$ cat src/rtl/moving_average_mc.sv
// rtl/moving_average_mc.sv - time-interleaved multi-channel moving average over 2^window samples
// Define MOVING_AVERAGE_ROUNDING_EN for round-half-up averaging instead of floor.
module moving_average_mc #(
  parameter int DATA_WIDTH      = 16,
  parameter int CHANNELS        = 4,
  parameter int MAX_WINDOW_LOG2 = 5,
  localparam int CW = (CHANNELS > 1) ? $clog2(CHANNELS) : 1,
  localparam int WW = $clog2(MAX_WINDOW_LOG2 + 1)
) (
  input  logic                  clk,
  input  logic                  reset,
  input  logic [DATA_WIDTH-1:0] input_data,
  input  logic [CW-1:0]         input_channel,
  input  logic                  enable,
  input  logic [WW-1:0]         window,
  output logic [DATA_WIDTH-1:0] output_data,
  output logic [CW-1:0]         output_channel,
  output logic                  output_data_valid,
  output logic                  output_primed
);

  localparam int L  = MAX_WINDOW_LOG2;
  localparam int MW = 1 << L;
  localparam int AW = DATA_WIDTH + L;
  localparam int FW = L + 1;

  logic [WW-1:0]                win_c, cur_win;
  logic                         clear;
  logic [L-1:0]                 wptr [CHANNELS];
  logic [FW-1:0]                fill [CHANNELS];
  logic signed [AW-1:0]         acc  [CHANNELS];
  logic signed [DATA_WIDTH-1:0] hist [CHANNELS*MW];

  logic [FW-1:0]                eff_fill, new_fill, w_fill;
  logic [L-1:0]                 eff_wptr, w_span;
  logic [CW+L-1:0]              rd_idx, wr_idx;
  logic signed [DATA_WIDTH-1:0] x_old;

  logic                         s1_valid, s1_primed;
  logic signed [DATA_WIDTH-1:0] s1_data, s1_old;
  logic [CW-1:0]                s1_ch;
  logic [WW-1:0]                s1_win;

  logic                         s2_valid, s2_primed;
  logic [DATA_WIDTH-1:0]        s2_data;
  logic [CW-1:0]                s2_ch;

  logic signed [AW-1:0]         ext_data, ext_old, acc_sum, rnd, rounded;
  logic [DATA_WIDTH-1:0]        avg;

  // A window change wipes channel state in the same cycle, so the incoming sample sees an empty history.
  always_comb begin
    win_c    = (window > WW'(L)) ? WW'(L) : window;
    clear    = (win_c != cur_win);
    eff_fill = clear ? '0 : fill[input_channel];
    eff_wptr = clear ? '0 : wptr[input_channel];
    w_span   = L'(1) << win_c;
    w_fill   = FW'(1) << win_c;
    wr_idx   = {input_channel, eff_wptr};
    rd_idx   = {input_channel, eff_wptr - w_span};
    x_old    = (eff_fill >= w_fill) ? hist[rd_idx] : '0;
    new_fill = (eff_fill == FW'(MW)) ? eff_fill : eff_fill + FW'(1);
  end

  always_ff @(posedge clk) begin
    if (enable) hist[wr_idx] <= input_data;
  end

  always_ff @(posedge clk or posedge reset) begin
    if (reset) begin
      cur_win   <= '0;
      s1_valid  <= 1'b0;
      s1_primed <= 1'b0;
      s1_data   <= '0;
      s1_old    <= '0;
      s1_ch     <= '0;
      s1_win    <= '0;
      for (int c = 0; c < CHANNELS; c++) begin
        wptr[c] <= '0;
        fill[c] <= '0;
      end
    end else begin
      cur_win  <= win_c;
      s1_valid <= enable;
      if (clear) begin
        for (int c = 0; c < CHANNELS; c++) begin
          wptr[c] <= '0;
          fill[c] <= '0;
        end
      end
      if (enable) begin
        wptr[input_channel] <= eff_wptr + L'(1);
        fill[input_channel] <= new_fill;
        s1_data             <= input_data;
        s1_old              <= x_old;
        s1_ch               <= input_channel;
        s1_win              <= win_c;
        s1_primed           <= (new_fill >= w_fill);
      end
    end
  end

  // Single-cycle read-modify-write of acc keeps back-to-back same-channel samples coherent.
  always_comb begin
    ext_data = {{L{s1_data[DATA_WIDTH-1]}}, s1_data};
    ext_old  = {{L{s1_old[DATA_WIDTH-1]}}, s1_old};
    acc_sum  = acc[s1_ch] + ext_data - ext_old;
`ifdef MOVING_AVERAGE_ROUNDING_EN
    rnd      = (s1_win != '0) ? (AW'(1) << (s1_win - WW'(1))) : '0;
`else
    rnd      = '0;
`endif
    rounded  = acc_sum + rnd;
    avg      = DATA_WIDTH'(rounded >>> s1_win);
  end

  always_ff @(posedge clk or posedge reset) begin
    if (reset) begin
      s2_valid  <= 1'b0;
      s2_primed <= 1'b0;
      s2_data   <= '0;
      s2_ch     <= '0;
      for (int c = 0; c < CHANNELS; c++) acc[c] <= '0;
    end else begin
      s2_valid <= s1_valid;
      if (clear) begin
        for (int c = 0; c < CHANNELS; c++) acc[c] <= '0;
      end else if (s1_valid) begin
        acc[s1_ch] <= acc_sum;
      end
      if (s1_valid) begin
        s2_data   <= avg;
        s2_ch     <= s1_ch;
        s2_primed <= s1_primed;
      end
    end
  end

  always_ff @(posedge clk or posedge reset) begin
    if (reset) begin
      output_data_valid <= 1'b0;
      output_data       <= '0;
      output_channel    <= '0;
      output_primed     <= 1'b0;
    end else begin
      output_data_valid <= s2_valid;
      if (s2_valid) begin
        output_data    <= s2_data;
        output_channel <= s2_ch;
        output_primed  <= s2_primed;
      end
    end
  end

endmodule

$ cat config.mk
export PLATFORM = sky130hd
export DESIGN_NAME = moving_average_mc
export DESIGN_NICKNAME = d
export VERILOG_FILES = /design/src/rtl/moving_average_mc.sv
export SDC_FILE = /design/constraint.sdc
export NUM_CORES = 2
export LEC_CHECK = 0
export CAP_MARGIN = 20
export CORE_ASPECT_RATIO = 0.7
export CORE_MARGIN = 8
export CORE_UTILIZATION = 40
export DETAILED_ROUTE_END_ITERATION = 10
export PLACE_DENSITY = 0.55
export SKIP_LAST_GASP = 1
export SYNTH_ARGS = -nofsm -noshare
export SYNTH_HDL_FRONTEND = slang
export SYNTH_SLANG_ARGS = --single-unit
$ cat constraint.sdc
create_clock -name clk -period 17.2 [get_ports clk]
set_clock_uncertainty 0.15 [all_clocks]
set_input_delay 2.58 -clock clk [delete_from_list [all_inputs] [get_ports clk]]
set_output_delay 2.58 -clock clk [all_outputs]
set_load 0.02 [all_outputs]
==> impl_metrics.env <==
export IMPL_status="finished clean"
export IMPL_netlist_instances=4316
export IMPL_die_y_um=413
export IMPL_io_buffers=43
export IMPL_clock_power_share=0.381
export IMPL_cp_required_ps=17770
export IMPL_synth_edf_count=2048
export IMPL_grtUsageMet1=0.312
export IMPL_endpoint_kind="flip-flop"
export IMPL_timing_final_crit_share=0.532
export IMPL_clk_pin_slew_ps=60
export IMPL_fin_hold_ws_ps=345
export IMPL_grt_overflow=0
export IMPL_power_internal_uw=9230
export IMPL_dieArea_um2=241000
export IMPL_hpwl_um=138000
export IMPL_grt_pass1_vias=44200
export IMPL_pwr_share_seq=0.502
export IMPL_setup_viol=0
export IMPL_cts_tree="done"
export IMPL_rsz0062_at_grt="no"
export IMPL_cts_root_buf="clkbuf_16"
export IMPL_power_leakage_uw=0.0329
export IMPL_cp_max_fo=147
export IMPL_grt_busiest_layer="met1"
export IMPL_routed_wl_um=241000
export IMPL_slew_violations=0
export IMPL_met2_usage=0.293
export IMPL_grt_start_max_net_pins=148
export IMPL_comb_power_share=0.117
export IMPL_synth_top_area_frac=0.682
export IMPL_ys_top_cells_by_area="edfxtp_1 68%, mux4_2 18%, dfrtp_1 5.8%"
export IMPL_wl_per_cell_um=31.3
export IMPL_p_switching_uw=2950
export IMPL_worst_hold_path_type="reg2reg"
export IMPL_max_freq_mhz=109
export IMPL_power_density_nw_per_um2=120
export IMPL_synth_yosys_warnings=0
export IMPL_via_per_inst=5.78
export IMPL_ys_ff_latch=2258
export IMPL_synth_largest_area_cell="edfxtp_1"
export IMPL_area_growth_pct=13.0
export IMPL_finalHoldViolCount=0
export IMPL_cts_resized=0
export IMPL_die_w_um=584
export IMPL_initial_core_util=0.400
export IMPL_synth_top_flop_cell="edfxtp_1"
export IMPL_track_usage=0.198
export IMPL_drive_above_1_share=0.284
export IMPL_swShare=0.243
export IMPL_max_slew_margin_rel=0.197
export IMPL_syn_nets=4402
export IMPL_vdd_drop_max_v=0.0000922
export IMPL_ioPinCount=44
export IMPL_worst_pin_slew_ps=1200
export IMPL_layout_min_cycle_time_ps=9150
export IMPL_met3_usage=0.0350
export IMPL_drtIter0Drc=5864
export IMPL_cts_hold_buf=0
export IMPL_async_flop_share=0.0930
export IMPL_final_nets=4593
export IMPL_setup_tns_ps=0
export IMPL_post_cts_setup_buffer_count=0
export IMPL_grt_antenna_before_repair=17
export IMPL_numCtsBuffers=209
export IMPL_syn_avg_cell_area_um2=20.9
export IMPL_crit_type="in2reg"
export IMPL_max_cap_violations=0
export IMPL_yosys_cell_types_count=67
export IMPL_clk_path_buf_depth=4
export IMPL_synth_seq_area_share=0.740
export IMPL_htreeDepth=4
export IMPL_drc=0
export IMPL_coreArea_um2=225000
export IMPL_clkLatencyLatePin_ps=860
export IMPL_start_kind="primary input"
export IMPL_row_count=146
export IMPL_fin_util=0.452
export IMPL_first_pass_iters=5
export IMPL_synth_area_um2=90200
export IMPL_worstPathArrival_ps=9720
export IMPL_gp_congestion=0.802
export IMPL_vias=44600
export IMPL_drt_antenna_violating_nets=0
export IMPL_clock_sinks=2258
export IMPL_fillers=18800
export IMPL_grt_pass1_wl_um=343000
-- power groups by stage --
| stage | logic, µW | clock network, µW | registers [µW] |
|---|---|---|---|
| 2_1_floorplan | 857 | 0 | 6220 |
| 3_3_place_gp | 1420 | 0 | 6230 |
| 3_5_place_dp | 1420 | 0 | 6230 |
| 4_1_cts | 1430 | 4730 | 6110 |
| 5_1_grt | 1530 | 4950 | 6120 |
| 6_report | 1430 | 4640 | 6110 |
-- through the flow --
step / setup slack [ps] / instances / total power, µW / instance area (µm²)
after floorplan: 8730 / 4316 / 7070 / 90200
after global placement: 7190 / 7324 / 7650 / 95100
after detailed placement: 7150 / 7328 / 7660 / 95200
after CTS: 8060 / 7702 / 12300 / 102000
after global routing: 7800 / 7704 / 12600 / 102000
final: 8050 / 7708 / 12200 / 102000
-- logic make-up after synthesis --
| group | synth area share |
|---|---|
| adder cells (fa/ha/maj) | 0.0103 |
| buffers and inverters | 0.0160 |
| flip-flops | 0.740 |
| multiplexers | 0.184 |
| AO/OA/AOI/OAI | 0.0206 |
| XOR/XNOR | 0.00319 |
| AND/OR/NAND/NOR | 0.0259 |
-- placed cells by master, fill, tap and decap left out, types with 23 or more instances in the layout --
master,synthesis,routed
clkbuf_16,0,213
nand3_1,71,71
mux2i_1,24,24
nor2_4,0,23
clkinv_1,1,44
a21oi_1,116,116
mux2_2,27,27
o21ai_0,72,72
mux4_2,712,712
nand2_1,226,226
clkbuf_1,153,41
xnor2_1,26,24
buf_4,11,178
edfxtp_1,2048,2048
ha_1,41,40
inv_1,110,109
dfrtp_1,210,210
nor2_2,1,64
clkdlybuf4s50_1,0,24
nor2_1,178,92
clkinv_2,0,33
-- Yosys cell counts, types with 21 or more instances --
cell type / number
a21oi_1: 116
buf_1: 24
buf_2: 44
mux4_2: 712
edfxtp_1: 2048
fa_1: 21
ha_1: 41
nand2_1: 226
nand3_1: 71
nor2_1: 178
dfrtp_1: 210
xnor2_1: 26
o21ai_0: 72
mux2_2: 27
clkbuf_1: 153
inv_1: 110
mux2i_1: 24
-- worst paths after layout --
kind	from	end	slack, ps	cells after the start
worst max register to register	cur_win[0]	s1_old[9]	10040	14
min in group asynchronous	reset	acc[57]	2080	2
worst min-delay path	fill[4]	fill[4]	350	2
worst max-delay path	window[0]	s1_old[9]	8050	15
max in group asynchronous	reset	s1_old[14]	12510	4
worst min register to register	fill[4]	fill[4]	350	2
-- sequential cells by signal (all words and copies together) (netlist names), 2 cells and up --
name            count
s1_data            16
output_channel      2
s2_ch               2
s1_ch               2
cur_win             3
s1_old             16
fill               24
s1_win              3
hist             2048
acc                84
wptr               20
s2_data            16
output_data        16
-- metal layers --
layer,wire length [µm],up-vias
met5,27,-
met4,4040,4
met3,19700,264
met2,107000,1819
met1,110000,24400
li1,-,18100
-- worst max-delay path, cell delays in order --
cell	delay, ps
clkdlybuf4s50_1	630
xnor2_1	190
nand2_1	160
o32ai_4	220
buf_4	530
nand2_1	280
ha_4	250
fa_4	1310
buf_12	660
buf_4	820
mux4_2	420
mux4_2	510
mux4_2	590
mux2i_1	200
o2bb2ai_1	80
-- final cells by class --
type | count | area, µm² | share of cell area
Sequential cell | 2258 | 66800 | 0.655
Multi-Input combinational cell | 1709 | 22400 | 0.220
Clock buffer | 263 | 5610 | 0.0550
Tap cell | 3034 | 3800 | 0.0372
Timing Repair Buffer | 217 | 1810 | 0.0178
Clock inverter | 111 | 1100 | 0.0108
Inverter | 112 | 428 | 0.00420
Antenna cell | 4 | 10.0 | 0.0000982
Power figures use the tool's default switching activity.
